$ cat src/rtl/proc_pkg.sv
// Shared 6502 core definitions: addressing-mode codes, sequencer state indices,
// default vector addresses and status-register bit positions.
package proc_pkg;

    typedef enum logic [2:0] {
        M_IMP = 3'd0,
        M_IMM = 3'd1,
        M_ZP  = 3'd2,
        M_ZPI = 3'd3,
        M_ABS = 3'd4,
        M_ABI = 3'd5,
        M_IND = 3'd6,
        M_REL = 3'd7
    } mode_t;

    localparam int S_RESET   = 0;
    localparam int S_VEC_LO  = 1;
    localparam int S_VEC_HI  = 2;
    localparam int S_FETCH   = 3;
    localparam int S_DECODE  = 4;
    localparam int S_OPER_HI = 5;
    localparam int S_FIX     = 6;
    localparam int S_IND_LO  = 7;
    localparam int S_IND_HI  = 8;
    localparam int S_DONE    = 9;
    localparam int N_STATES  = 10;

    typedef enum logic [N_STATES-1:0] {
        ST_RESET   = 10'd1 << S_RESET,
        ST_VEC_LO  = 10'd1 << S_VEC_LO,
        ST_VEC_HI  = 10'd1 << S_VEC_HI,
        ST_FETCH   = 10'd1 << S_FETCH,
        ST_DECODE  = 10'd1 << S_DECODE,
        ST_OPER_HI = 10'd1 << S_OPER_HI,
        ST_FIX     = 10'd1 << S_FIX,
        ST_IND_LO  = 10'd1 << S_IND_LO,
        ST_IND_HI  = 10'd1 << S_IND_HI,
        ST_DONE    = 10'd1 << S_DONE
    } state_t;

    localparam logic [15:0] DEF_RESET_VEC = 16'hFFFC;
    localparam logic [15:0] DEF_NMI_VEC   = 16'hFFFA;
    localparam logic [15:0] DEF_IRQ_VEC   = 16'hFFFE;

    localparam int P_C = 0;
    localparam int P_Z = 1;
    localparam int P_I = 2;
    localparam int P_D = 3;
    localparam int P_B = 4;
    localparam int P_V = 6;
    localparam int P_N = 7;

endpackage

$ cat src/rtl/ea_adder.sv
// Effective-address adder: base + 8-bit index, with low-byte carry and a
// page-wrapped result (zero page when zp_mode, base page otherwise).
module ea_adder (
    input  logic [15:0] base,
    input  logic [7:0]  idx,
    input  logic        zp_mode,
    output logic [15:0] sum,
    output logic        carry,
    output logic [15:0] wrap
);

    logic [8:0] lo_sum;

    assign lo_sum = {1'b0, base[7:0]} + {1'b0, idx};
    assign carry  = lo_sum[8];
    assign sum    = base + {8'h00, idx};
    assign wrap   = zp_mode ? {8'h00, lo_sum[7:0]} : {base[15:8], lo_sum[7:0]};

endmodule

$ cat src/rtl/operand_seq.sv
// 6502 fetch/operand sequencer: vector fetch, opcode fetch, operand reads and
// effective-address resolution, handing one instruction at a time to execute.
module operand_seq
    import proc_pkg::*;
#(
    parameter logic [15:0] RESET_VEC     = DEF_RESET_VEC,
    parameter logic [15:0] NMI_VEC       = DEF_NMI_VEC,
    parameter logic [15:0] IRQ_VEC       = DEF_IRQ_VEC,
    parameter bit          IND_PAGE_WRAP = 1'b1
) (
    input  logic        clk,
    input  logic        resetn,
    output logic [15:0] address,
    input  logic [7:0]  rd_data,
    input  logic [2:0]  mode,
    input  logic [7:0]  idx_x,
    input  logic [7:0]  idx_y,
    input  logic        irq_n,
    input  logic        irq_mask,
    input  logic        nmi_n,
    input  logic        op_ready,
    output logic [7:0]  opcode,
    output logic [7:0]  operand,
    output logic [15:0] eff_addr,
    output logic        page_cross,
    output logic [15:0] pc,
    output logic        op_valid,
    output logic        int_taken,
    output logic        int_nmi
);

    state_t      state, next_state;
    mode_t       mode_q, cur_mode;
    logic [7:0]  lo_q;
    logic [7:0]  target_lo;
    logic [15:0] fix_addr;
    logic        nmi_prev, nmi_pend;

    logic        nmi_fall, nmi_now, irq_now;
    logic        take_nmi, take_irq;
    logic [7:0]  idx_sel;
    logic [15:0] ea_base, ea_sum, ea_wrap;
    logic        ea_carry;
    logic [15:0] pc_inc;
    logic [15:0] ind_next;

    // The mode input is only trusted while the new opcode is being decoded;
    // later states use the latched copy.
    assign cur_mode = (state == ST_DECODE) ? mode_t'(mode) : mode_q;
    assign idx_sel  = opcode[0] ? idx_y : idx_x;
    assign ea_base  = (state == ST_DECODE) ? {8'h00, rd_data} : {rd_data, lo_q};
    assign pc_inc   = pc + 16'd1;
    assign ind_next = IND_PAGE_WRAP ? {address[15:8], address[7:0] + 8'd1}
                                    : address + 16'd1;

    assign nmi_fall = nmi_prev & ~nmi_n;
    assign nmi_now  = nmi_pend | nmi_fall;
    assign irq_now  = ~irq_n & ~irq_mask;
    assign take_nmi = (state == ST_DONE) & op_ready & nmi_now;
    assign take_irq = (state == ST_DONE) & op_ready & ~nmi_now & irq_now;

    ea_adder u_ea (
        .base    (ea_base),
        .idx     (idx_sel),
        .zp_mode (cur_mode == M_ZPI),
        .sum     (ea_sum),
        .carry   (ea_carry),
        .wrap    (ea_wrap)
    );

    always_ff @(posedge clk) begin
        if (!resetn) begin
            state <= ST_RESET;
        end else begin
            state <= next_state;
        end
    end

    always_comb begin
        next_state = state;
        unique case (state)
            ST_RESET:   next_state = ST_VEC_LO;
            ST_VEC_LO:  next_state = ST_VEC_HI;
            ST_VEC_HI:  next_state = ST_FETCH;
            ST_FETCH:   next_state = ST_DECODE;
            ST_DECODE: begin
                case (cur_mode)
                    M_ABS, M_ABI, M_IND: next_state = ST_OPER_HI;
                    default:             next_state = ST_DONE;
                endcase
            end
            ST_OPER_HI: begin
                case (cur_mode)
                    M_ABI:   next_state = ea_carry ? ST_FIX : ST_DONE;
                    M_IND:   next_state = ST_IND_LO;
                    default: next_state = ST_DONE;
                endcase
            end
            ST_FIX:     next_state = ST_DONE;
            ST_IND_LO:  next_state = ST_IND_HI;
            ST_IND_HI:  next_state = ST_DONE;
            ST_DONE: begin
                if (op_ready) begin
                    next_state = (take_nmi || take_irq) ? ST_VEC_LO : ST_FETCH;
                end
            end
            default:    next_state = ST_RESET;
        endcase
    end

    always_ff @(posedge clk) begin
        if (!resetn) begin
            address    <= RESET_VEC;
            pc         <= 16'h0000;
            opcode     <= 8'hEA;
            operand    <= 8'h00;
            eff_addr   <= 16'h0000;
            page_cross <= 1'b0;
            op_valid   <= 1'b0;
            int_taken  <= 1'b0;
            int_nmi    <= 1'b0;
            nmi_pend   <= 1'b0;
            nmi_prev   <= 1'b1;
            mode_q     <= M_IMP;
            lo_q       <= 8'h00;
            target_lo  <= 8'h00;
            fix_addr   <= 16'h0000;
        end else begin
            int_taken <= 1'b0;
            op_valid  <= (next_state == ST_DONE);
            nmi_prev  <= nmi_n;
            // A fresh edge coinciding with NMI entry survives for the next handshake.
            nmi_pend  <= take_nmi ? (nmi_pend & nmi_fall) : (nmi_pend | nmi_fall);

            unique case (state)
                ST_RESET: address <= RESET_VEC;
                ST_VEC_LO: begin
                    lo_q    <= rd_data;
                    address <= address + 16'd1;
                end
                ST_VEC_HI: begin
                    pc      <= {rd_data, lo_q};
                    address <= {rd_data, lo_q};
                end
                ST_FETCH: begin
                    opcode     <= rd_data;
                    pc         <= pc_inc;
                    address    <= pc_inc;
                    page_cross <= 1'b0;
                end
                ST_DECODE: begin
                    mode_q <= cur_mode;
                    if (cur_mode != M_IMP) begin
                        pc      <= pc_inc;
                        address <= pc_inc;
                    end
                    case (cur_mode)
                        M_IMM, M_REL: begin
                            operand  <= rd_data;
                            eff_addr <= address;
                        end
                        M_ZP:                eff_addr <= {8'h00, rd_data};
                        M_ZPI:               eff_addr <= ea_wrap;
                        M_ABS, M_ABI, M_IND: lo_q <= rd_data;
                        default: ;
                    endcase
                end
                ST_OPER_HI: begin
                    pc <= pc_inc;
                    case (cur_mode)
                        M_ABI: begin
                            address <= pc_inc;
                            if (ea_carry) begin
                                page_cross <= 1'b1;
                                fix_addr   <= ea_sum;
                            end else begin
                                eff_addr <= ea_wrap;
                            end
                        end
                        M_IND: address <= {rd_data, lo_q};
                        default: begin
                            address  <= pc_inc;
                            eff_addr <= {rd_data, lo_q};
                        end
                    endcase
                end
                ST_FIX: eff_addr <= fix_addr;
                ST_IND_LO: begin
                    target_lo <= rd_data;
                    address   <= ind_next;
                end
                ST_IND_HI: begin
                    eff_addr <= {rd_data, target_lo};
                    address  <= pc;
                end
                ST_DONE: begin
                    if (op_ready) begin
                        if (take_nmi) begin
                            address   <= NMI_VEC;
                            int_taken <= 1'b1;
                            int_nmi   <= 1'b1;
                        end else if (take_irq) begin
                            address   <= IRQ_VEC;
                            int_taken <= 1'b1;
                            int_nmi   <= 1'b0;
                        end else begin
                            address <= pc;
                        end
                    end
                end
                default: ;
            endcase
        end
    end

endmodule
$ cat config.mk
export PLATFORM = sky130hd
export DESIGN_NAME = operand_seq
export DESIGN_NICKNAME = d
export VERILOG_FILES = /design/src/rtl/proc_pkg.sv /design/src/rtl/ea_adder.sv /design/src/rtl/operand_seq.sv
export SDC_FILE = /design/constraint.sdc
export NUM_CORES = 1
export LEC_CHECK = 0
export ABC_CLOCK_PERIOD_IN_PS = 5960
export BUFFER_PORTS_ARGS = -buffer_cell sky130_fd_sc_hd__buf_4
export CORE_MARGIN = 8
export CORE_UTILIZATION = 55
export DETAILED_ROUTE_END_ITERATION = 16
export GPL_TIMING_DRIVEN = 0
export PLACE_DENSITY = 0.77
export SLEW_MARGIN = 20
export SYNTH_ARGS = -nofsm -noshare
export SYNTH_HDL_FRONTEND = slang
export SYNTH_SLANG_ARGS = --single-unit
$ cat constraint.sdc
create_clock -name clk -period 5.96 [get_ports clk]
set_clock_uncertainty 0.2 [all_clocks]
set_input_delay 1.192 -clock clk [delete_from_list [all_inputs] [get_ports clk]]
set_output_delay 1.192 -clock clk [all_outputs]
set_load 0.02 [all_outputs]
### Yosys cells after proc, flatten, opt, wreduce, memory -nomap -nowiden

Cells that the tools add are included.

* equality and inequality tests: 26
* bitwise logic cells: 13
* multiplexer cells: 31
* reduce and logical (&&, ||, !) cells: 23
* add/subtract/negate cells: 5

Operators by type and width (count)
* $pmux W16 S9: 1
* $mux W16: 8
* $pmux W16 S3: 2
* $pmux W10 S9: 1
* $pmux W16 S4: 1
* $add A16 B1 Y16 const B: 2
* $pmux W16 S2: 1
* $mux W10: 3
* $eq A10 B10 Y1 const B: 2
* $pmux W10 S2: 1
* $add A16 B8 Y16: 1
* $mux W8: 2
* $pmux W8 S2: 1
* $reduce_and A3 Y1: 5
* $eq A3 B3 Y1 const B: 4
* $eq A10 B1 Y1 const B: 1
* $eq A10 B2 Y1 const B: 1
* $eq A10 B3 Y1 const B: 1
* $eq A10 B4 Y1 const B: 1
* $eq A10 B5 Y1 const B: 1
* $eq A10 B6 Y1 const B: 1
* $eq A10 B7 Y1 const B: 1
* $eq A10 B8 Y1 const B: 1
* $eq A10 B9 Y1 const B: 1
* other kinds (25): 54

* input port bits: 33
* output and inout bits: 68
* word-level logic and storage cells: 115
* bits in registers: 115

### Longest topological paths before layout

Gate-level depths: netlist of run 1.

* word-level depth: 11
* depth in mapped cells: 17
* depth with buffers taken out: 12

### Hierarchy

A second synthesis of run 1 with hierarchy kept.

* cell total of the unflattened synthesis: 914
* area total of the unflattened synthesis: 7247.0 um^2

By module, submodules not included
* operand_seq: sequential area each 2302.2 um^2, area each 6580.1 um^2, instances 1, cells an instance 824
* ea_adder: sequential area each 0.0 um^2, area each 666.9 um^2, instances 1, cells an instance 90

### Worst setup path before layout of run 1

Ideal clock, no wire load.

* path type: reg-to-reg
* start point: register state[0]
* end point: register eff_addr[10]
* data required time: 5622 ps
* slack: 1438 ps
* arrival time: 4185 ps
* clock period less this slack: 4522 ps
* library setup time: 138 ps
* cell stages (with the launch flop): 18
* buffers on the path: 5
* cell sequence: dfxtp_1 -> buf_2 -> nor4_1 -> clkbuf_1 -> nand3_1 -> clkbuf_1 -> nand2_1 -> nand2_1 -> ha_1 -> fa_1 -> a211oi_1 -> o21ai_0 -> a31oi_1 -> nor3_1 -> clkbuf_1 -> nor2_1 -> buf_1 -> a211oi_1

* word-level cells in the longest chain between the ends: 7
* elaborated cells between the ends (all ways): 24
* classes of those cells: add/sub (1); eq/ne (13); mux (7); reduce/logical (3)

RTL lines
* from (decl): RTL line operand_seq.sv:32 `state_t state, next_state;`
* from (signal assigned): RTL line operand_seq.sv:75 `state <= next_state;`
* parallel branches: the longest is 7 deep, another holds $add A8 B8 Y9
* to (signal assigned): RTL line operand_seq.sv:177 `eff_addr <= ea_wrap;`
* to (signal assigned): RTL line operand_seq.sv:183 `eff_addr <= {rd_data, lo_q};`
* to (signal assigned): RTL line operand_seq.sv:187 `ST_FIX: eff_addr <= fix_addr;`
* to (decl): RTL line operand_seq.sv:24 `output logic [15:0] eff_addr,`

Several ways; the timed one is not identified. The select of a mux whose other input is x is not followed.
A chain may end at the register's enable or synchronous reset.

### Worst setup path after layout of run 1

* start point: register state[0]
* end point: register fix_addr[10]

* word-level cells in the longest chain between the ends: 4
* elaborated cells between the ends (all ways): 8
* classes of those cells: add/sub (2); eq/ne (3); mux (2); reduce/logical (1)

RTL lines
* $eq A10 B5 Y1: RTL line operand_seq.sv:49, operand_seq.sv:51
* $mux W16 / $mux W3 (equally long branches): RTL line operand_seq.sv:51, operand_seq.sv:49
* $add A8 B8 Y9 / $eq A3 B3 Y1 (equally long branches): RTL line ea_adder.sv:14, operand_seq.sv:170
* $reduce_and A3 Y1 (no source line)
* to (signal assigned): RTL line operand_seq.sv:175 `fix_addr <= ea_sum;`
* to (decl): RTL line operand_seq.sv:36 `logic [15:0] fix_addr;`

Parallel ways exist; a longest one is shown, timed or not.

==> impl_metrics.csv, run 1 <==
group,metric,value,unit
status,status,"finished clean",
clocking,root_buffer,"clkbuf_16",
drt,vias,7837,
timing,clock.fmax,175.7,MHz
critical_path,cp_top_family,"buffers and inverters",
timing,slew_violations,0,
floorplanning,die_h,129.6,µm
global_routing,antenna_found_initial,0,
hold_path,hold_class,"flip-flop to flip-flop",
final_layout,drive_gt1_frac,0.1768,
clocking,cts_setup_buffers,0,
power_and_ir_drop,ir_drop,0.2480,mV
critical_path,cp_slowest_stage_delay,510,ps
global_routing,grt_pass1_vias,7145,
yosys,yosysWarnings,0,
drt,ant_nets,0,
floorplanning,num_rows,41,
critical_path,critical_path_class,"flip-flop to flip-flop",
yosys,ys_async_sr_fraction,0,
yosys,synth_top_cell_by_area,"dfxtp_1",
critical_path,crit_path_max_fanout,10,
placed_design,place_ws,73.43,ps
flow_run,drv_cap,0,
critical_path,startpoint,"state[0]",
yosys,syn_area,0.007092,mm²
global_routing,grt_max_degree,17,
timing,setup_viol,0,
critical_path,crit_buf_inv,5,
clocking,h-tree-depth,4,
clocking,clk_latency,430,ps
placed_design,place_hpwl,20.18,mm
floorplanning,start_util,0.5620,
global_routing,gr-total-overflow,0,
yosys,syn-num-nets,939,
timing,fin_crit,5691,ps
critical_path,crit_slowest_cell,"clkbuf_1",
floorplanning,top_level_ports,101,
critical_path,critical_path.cell_chain,"buf_2 -> nor4_2 -> clkbuf_1 -> nand3_1 -> clkbuf_1 -> nand2_1 -> nand2_1 -> ha_1 -> fa_1 -> a211oi_1 -> o21ai_0 -> a31oi_2 -> or3_1 -> clkbuf_1 -> clkbuf_1 -> nand2_1 -> a21oi_1",
power_and_ir_drop,leakage,3.179,nW
placed_design,port_buffers,97,
timing,fin_setup_tns,0,ps
final_layout,multi_input_area,0.004496,mm²
final_layout,fin_cells,1196,
critical_path,critPathArrivalTime,5850,ps
drt,wirelength,27.33,mm
clocking,cts-buffers-inserted,17,
yosys,syn_avg_cell_area,7.924,µm²
clocking,numClockSinks,115,
yosys,dominantRegCellSynth,"dfxtp_1",
drt,drc,0,
final_layout,seq_area,0.002302,mm²
floorplanning,core-area,0.01262,mm²
timing,worst_slack,268.5,ps
clocking,cts_resized,0,
timing,grt_setup_unrepaired,"no",
global_routing,grt_usage,0.3256,
global_routing,grt_pass1_wl,41.52,mm
drt,wl_per_cell,22.85,µm
hold_path,hp-start,"fix_addr[4]",
power_and_ir_drop,power.total,2.392,mW
yosys,ys_seq_area_frac,0.3246,
timing,timing.hold.ws,254.1,ps
final_layout,layout.nets,1055,
placed_design,place.gp.congestion,0.9801,
yosys,synth.area.top_cells,"dfxtp_1, nand2_1, a21oi_1",
critical_path,crit_path_start_kind,"flip-flop",
yosys,synth_edf_count,0,
floorplanning,dieArea,0.01678,mm²
drt,drt-vias-per-instance,6.553,
timing,hold_viol_final,0,
drt,initialDrtViolationCount,1284,
yosys,ys_types,76,
timing,timing.final.crit_share,0.9549,
floorplanning,die-width,129.6,µm
timing,worstMarginPinSlew,1052,ps
clocking,cts_tree,"done",
critical_path,end_kind,"flip-flop",
yosys,yosysTopAreaCellShare,0.3246,
drt,dr.pass1.iters,6,
yosys,synthesis.instances,895,
critical_path,cp.required,6110,ps
critical_path,critical_path.most_common_cell,"clkbuf_1",
timing,relSlewSlack,0.2945,
final_layout,antenna_cells,0,
clocking,holdBufCountCts,0,
clocking,clk_pin_slew,60,ps
final_layout,area_delta_synth_final,22.21,%
power_and_ir_drop,power.density,276.0,mW/mm²
clocking,clockBufferDepth,2,
yosys,ys_ff_latch,115,
final_layout,nFillCells,1161,
critical_path,worstReg2RegStart,"state[0]",
placed_design,dpl.cell_count,1164,
[routing by layer]
metal / share of wire / track usage / vias up
met4: 0.037 / 0.1318 / 0
met2: 0.42 / 0.4752 / 541
met5: 0 / 0 / -
met3: 0.12 / 0.09162 / 64
met1: 0.42 / 0.4415 / 3651
li1: - / - / 3581
[worst reg2reg max path, stage by stage, from the launching register on]
cell      delay (ps)
dfxtp_1          310
buf_2            200
nor4_2           440
clkbuf_1         420
nand3_1          400
clkbuf_1         410
nand2_1          150
nand2_1           60
ha_1             220
fa_1             420
a211oi_1         450
o21ai_0          220
a31oi_2          490
or3_1            200
clkbuf_1         260
clkbuf_1         510
nand2_1          130
a21oi_1          140
[state kept, by name, indices dropped and copies added, names as in the netlist, 10 cells and up]
register and flops:
address 16, eff_addr 16, fix_addr 16, pc 16
state 10
[report_power, final]
| part | internal [mW] | switching, mW |
|---|---|---|
| combinational | 0.192 | 0.312 |
| sequential | 0.801 | 0.0645 |
| clock | 0.616 | 0.406 |
| total | 1.61 | 0.783 |
[cell families (layout without fill, tap and decap cells)]
logic type                 after synthesis  after routing  synth area share
AOI/OAI and AO/OA                      258            258            0.2572
DFF                                    115            115            0.3246
buffers and inverters                   80            209           0.04781
and+or+nand+nor                        362            362            0.2551
xor gates and xnor gates                28             28           0.03458
adders and majority gates               11             11           0.02047
muxes                                   41             41           0.06016
[final timing paths]
| check | endpoint | slack, ps | depth (start not counted) |
|---|---|---|---|
| max reg2reg | fix_addr[10] | 270 | 17 |
| min | fix_addr[4] | 250 | 2 |
| min reg2reg | fix_addr[4] | 250 | 2 |
| max | fix_addr[10] | 270 | 17 |
[synth_stat cells, drive strengths merged (7+ instances only)]
library cell,count
nor2,83
o31ai,8
a211oi,16
xnor2,13
nor4,12
and3,10
a22oi,10
o211ai,13
xor2,15
dfxtp,115
a32o,7
nand3,39
nand2,114
a21o,9
mux2i,28
nor3,25
or3,7
mux2,13
and4,8
buf,14
a221oi,7
nand4,16
o21ai,43
a21oi,71
and2,8
ha,10
inv,15
nor2b,7
a222oi,9
o32a,11
clkbuf,51
[cells in the final DEF, fill, tap and decap left out, types with 10 or more instances in the layout]
cell type / n
nor2_1: 83
clkbuf_1: 50
o21ai_0: 42
ha_1: 10
nand4_1: 15
and3_1: 10
nor3_1: 21
o211ai_1: 12
buf_4: 97
mux2i_1: 28
nand2_1: 114
a22oi_1: 10
nand3_1: 39
nor4_1: 10
a21oi_1: 71
mux2_2: 13
inv_1: 14
o32a_1: 11
dfxtp_1: 115
a211oi_1: 16
xor2_1: 15
clkbuf_16: 17
xnor2_1: 13
[through the flow]
| stage | utilization | instance area (µm²) |
|---|---|---|
| after floorplan | - | 7092 |
| after global placement | 0.6367 | 8035 |
| after detailed placement | 0.6383 | 8055 |
| after CTS | 0.6846 | 8640 |
| after global routing | 0.6868 | 8667 |
| final | 0.6868 | 8667 |
[final cells by class]
class | instances | area share
multi-input combinational | 700 | 0.5187
clock buffer | 17 | 0.04908
tap | 172 | 0.02483
buffer | 65 | 0.03291
clock inverter | 15 | 0.01833
timing repair buffer | 97 | 0.08402
sequential | 115 | 0.2656
inverter | 15 | 0.006496
Note: power is estimated with default switching activity, not from simulation.
==> run 2: changes to the inputs <==
- ABC_AREA: default -> 1
==> run 2 against run 1 <==
Compared with the run above:
- fmax grew 35%
- via count up 9.8%
- largest power group unchanged
- utilization is 0.89 points lower
- combinational power is 44% higher
- highest routed layer is now met5
- setup slack better by 1500 ps
- register-to-register slack better by 1700 ps
- sequential share of layout area is 0.92 points lower
- hold slack got worse by 1.1 ps
==> impl_metrics.csv, run 2 <==
group,metric,value,unit
drt,vias,8604,
critical_path,end_kind,"flip-flop",
placed_design,place.gp.congestion,1.010,
yosys,synth_compound_area_frac,0.1772,
global_routing,antenna_found_initial,1,
flow_run,drv_cap,0,
power_and_ir_drop,leakage,4.117,nW
timing,relSlewSlack,0.4722,
yosys,synth_top_cell_by_area,"dfxtp_1",
final_layout,layout_commonest_cell,"nand2_1",
yosys,syn-num-nets,1233,
timing,timing.hold.ws,253.0,ps
drt,ant_nets,0,
global_routing,gr-total-overflow,0,
placed_design,place_hpwl,21.35,mm
yosys,synth_fa_ha_area_frac,0.01951,
global_routing,grt_max_degree,17,
clocking,cts_tree,"done",
placed_design,postPlaceCellArea,0.008382,mm²
final_layout,multi_input_area,0.004403,mm²
yosys,synth_mux_area_frac,0.01211,
drt,wl_per_cell,18.55,µm
placed_design,port_buffers,96,
critical_path,critical_path.cell_chain,"clkbuf_1 -> inv_1 -> o21ai_0 -> ha_1 -> nand2_1 -> nand2_1 -> a31o_2 -> a21o_1 -> nand3_2 -> clkbuf_1 -> a21oi_1",
clocking,numClockSinks,115,
critical_path,critPathArrivalTime,4300,ps
floorplanning,die_h,132.3,µm
final_layout,finalInstanceArea,0.008977,mm²
placed_design,dpl.cell_count,1461,
timing,fin_crit,4212,ps
final_layout,layout.nets,1348,
critical_path,critical_path_class,"input pin to flip-flop",
final_layout,drive_gt1_frac,0.1534,
global_routing,use_met2,0.4851,
timing,fin_setup_tns,0,ps
final_layout,seq_area,0.002302,mm²
critical_path,cp_slowest_stage_delay,550,ps
timing,slew_violations,0,
timing,timing.final.crit_share,0.7068,
critical_path,crit_path_max_fanout,10,
global_routing,grt_util_met3,0.07012,
yosys,ys_types,41,
floorplanning,core-area,0.01324,mm²
drt,initialDrtViolationCount,1007,
clocking,clk_pin_slew,60,ps
clocking,cts_resized,0,
clocking,root_buffer,"clkbuf_16",
hold_path,hold_class,"flip-flop to flip-flop",
final_layout,final_cell_mix,"nand2_1, nor2_1, inv_1",
final_layout,area_delta_synth_final,20.65,%
timing,setup_viol,0,
critical_path,crit_path_start_kind,"input pin",
clocking,clockBufferDepth,2,
floorplanning,top_level_ports,101,
clocking,holdBufCountCts,0,
timing,hold_viol_final,0,
critical_path,crit_slowest_cell,"clkbuf_1",
final_layout,antenna_cells,0,
global_routing,grt_pass1_wl,43.43,mm
final_layout,nFillCells,1318,
global_routing,grt-busiest-layer,"met2",
floorplanning,dieArea,0.01751,mm²
power_and_ir_drop,ir_drop,0.2037,mV
yosys,synth-xor-area-share,0.02707,
yosys,synth_edf_count,0,
floorplanning,start_util,0.5619,
timing,worstMarginPinSlew,791.7,ps
global_routing,grt_pass1_vias,8114,
yosys,ys_async_sr_fraction,0,
yosys,synthesis.instances,1189,
yosys,yosysWarnings,0,
yosys,dominantRegCellSynth,"dfxtp_1",
power_and_ir_drop,power.density,300.9,mW/mm²
global_routing,grt_usage,0.3112,
yosys,syn_avg_cell_area,6.258,µm²
floorplanning,die-width,132.3,µm
clocking,cts-buffers-inserted,17,
drt,drc,0,
drt,wirelength,27.69,mm
timing,clock.fmax,237.4,MHz
yosys,synthTopCellsByCount,"nand2_1, nor2_1, inv_1",
clocking,clk_latency,430,ps
status,status,"finished clean",
yosys,syn_area,0.007441,mm²
yosys,synth_top_family_by_area,"simple AND/OR/NAND/NOR gates",
critical_path,cp.required,6050,ps
floorplanning,num_rows,42,
timing,worst_slack,1748,ps
clocking,cts_setup_buffers,0,
yosys,yosysTopAreaCellShare,0.3094,
drt,dr.pass1.iters,7,
drt,drt-vias-per-instance,5.763,
final_layout,fin_cells,1493,
yosys,yosysMostFrequentCell,"nand2_1",
clocking,h-tree-depth,4,
timing,grt_setup_unrepaired,"no",
placed_design,place_ws,1469,ps
yosys,synth-simple-area-share,0.3558,
yosys,ys_seq_area_frac,0.3094,
yosys,ys_ff_latch,115,
global_routing,met1_usage,0.3879,
yosys,synth.area.top_cells,"dfxtp_1, nand2_1, a21oi_1",
-- run 2: cell types whose count changed in the layout (fill, tap and decap cells not counted), sizes merged, moves of 11 or more --
cell and change:
nor3 -11, nor2 +78, nand4 +11, o21ai +53
inv +128, nand2 +186, o22ai +13, a21oi +43
mux2i -28, clkbuf -27, o32a -11, nand3 +55
a211oi -15
-- run 2: area by class of cell --
class	count	area share
Timing Repair Buffer	96	0.08028
Sequential cell	115	0.2564
Buffer	43	0.02383
Inverter	139	0.05812
Clock inverter	15	0.01895
Multi-Input combinational cell	892	0.4905
Tap cell	176	0.02453
Clock buffer	17	0.04739
-- run 2: power breakdown --
| part | total (mW) | switching, mW | internal, mW | leakage [nW] |
|---|---|---|---|---|
| logic | 0.728 | 0.477 | 0.252 | 2.90 |
| registers | 0.926 | 0.101 | 0.825 | 0.931 |
| clock network | 1.05 | 0.421 | 0.626 | 0.288 |
-- run 2: path summary, 6_finish.rpt --
| path | start | to | cells after the start | slack (ps) |
|---|---|---|---|---|
| max | rd_data[3] | fix_addr[6] | 11 | 1750 |
| min | target_lo[5] | target_lo[5] | 2 | 250 |
| max reg2reg | state[6] | fix_addr[6] | 14 | 1950 |
| min reg2reg | target_lo[5] | target_lo[5] | 2 | 250 |
-- run 2: kinds of logic after synthesis --
kind of cell             count (synthesis)
AND/OR/NAND/NOR                        604
XOR/XNOR                                23
multiplexers                             8
buffers and inverters                  182
adder cells (fa/ha/maj)                 11
flip-flops                             115
AO/OA/AOI/OAI                          246
-- run 2: through the flow --
step | util | power (mW)
detailed placement | 0.6329 | 1.641
finish | 0.6779 | 2.701
global route | 0.6779 | 2.815
floorplan | - | 1.382
global placement | 0.6329 | 1.639
CTS | 0.6779 | 2.678
-- run 2: routing by layer --
metal | vias up | part of all wire
met3 | 113 | 0.091
li1 | 4147 | -
met2 | 477 | 0.44
met4 | 2 | 0.055
met1 | 3865 | 0.41
met5 | - | 0.00047
-- run 2: critical path, delay by kind of cell --
family | cells | cell delay [ps]
AND/OR/NAND/NOR | 3 | 330
buffers and inverters | 3 | 1430
AO/OA/AOI/OAI | 4 | 990
adder cells (fa/ha/maj) | 1 | 350
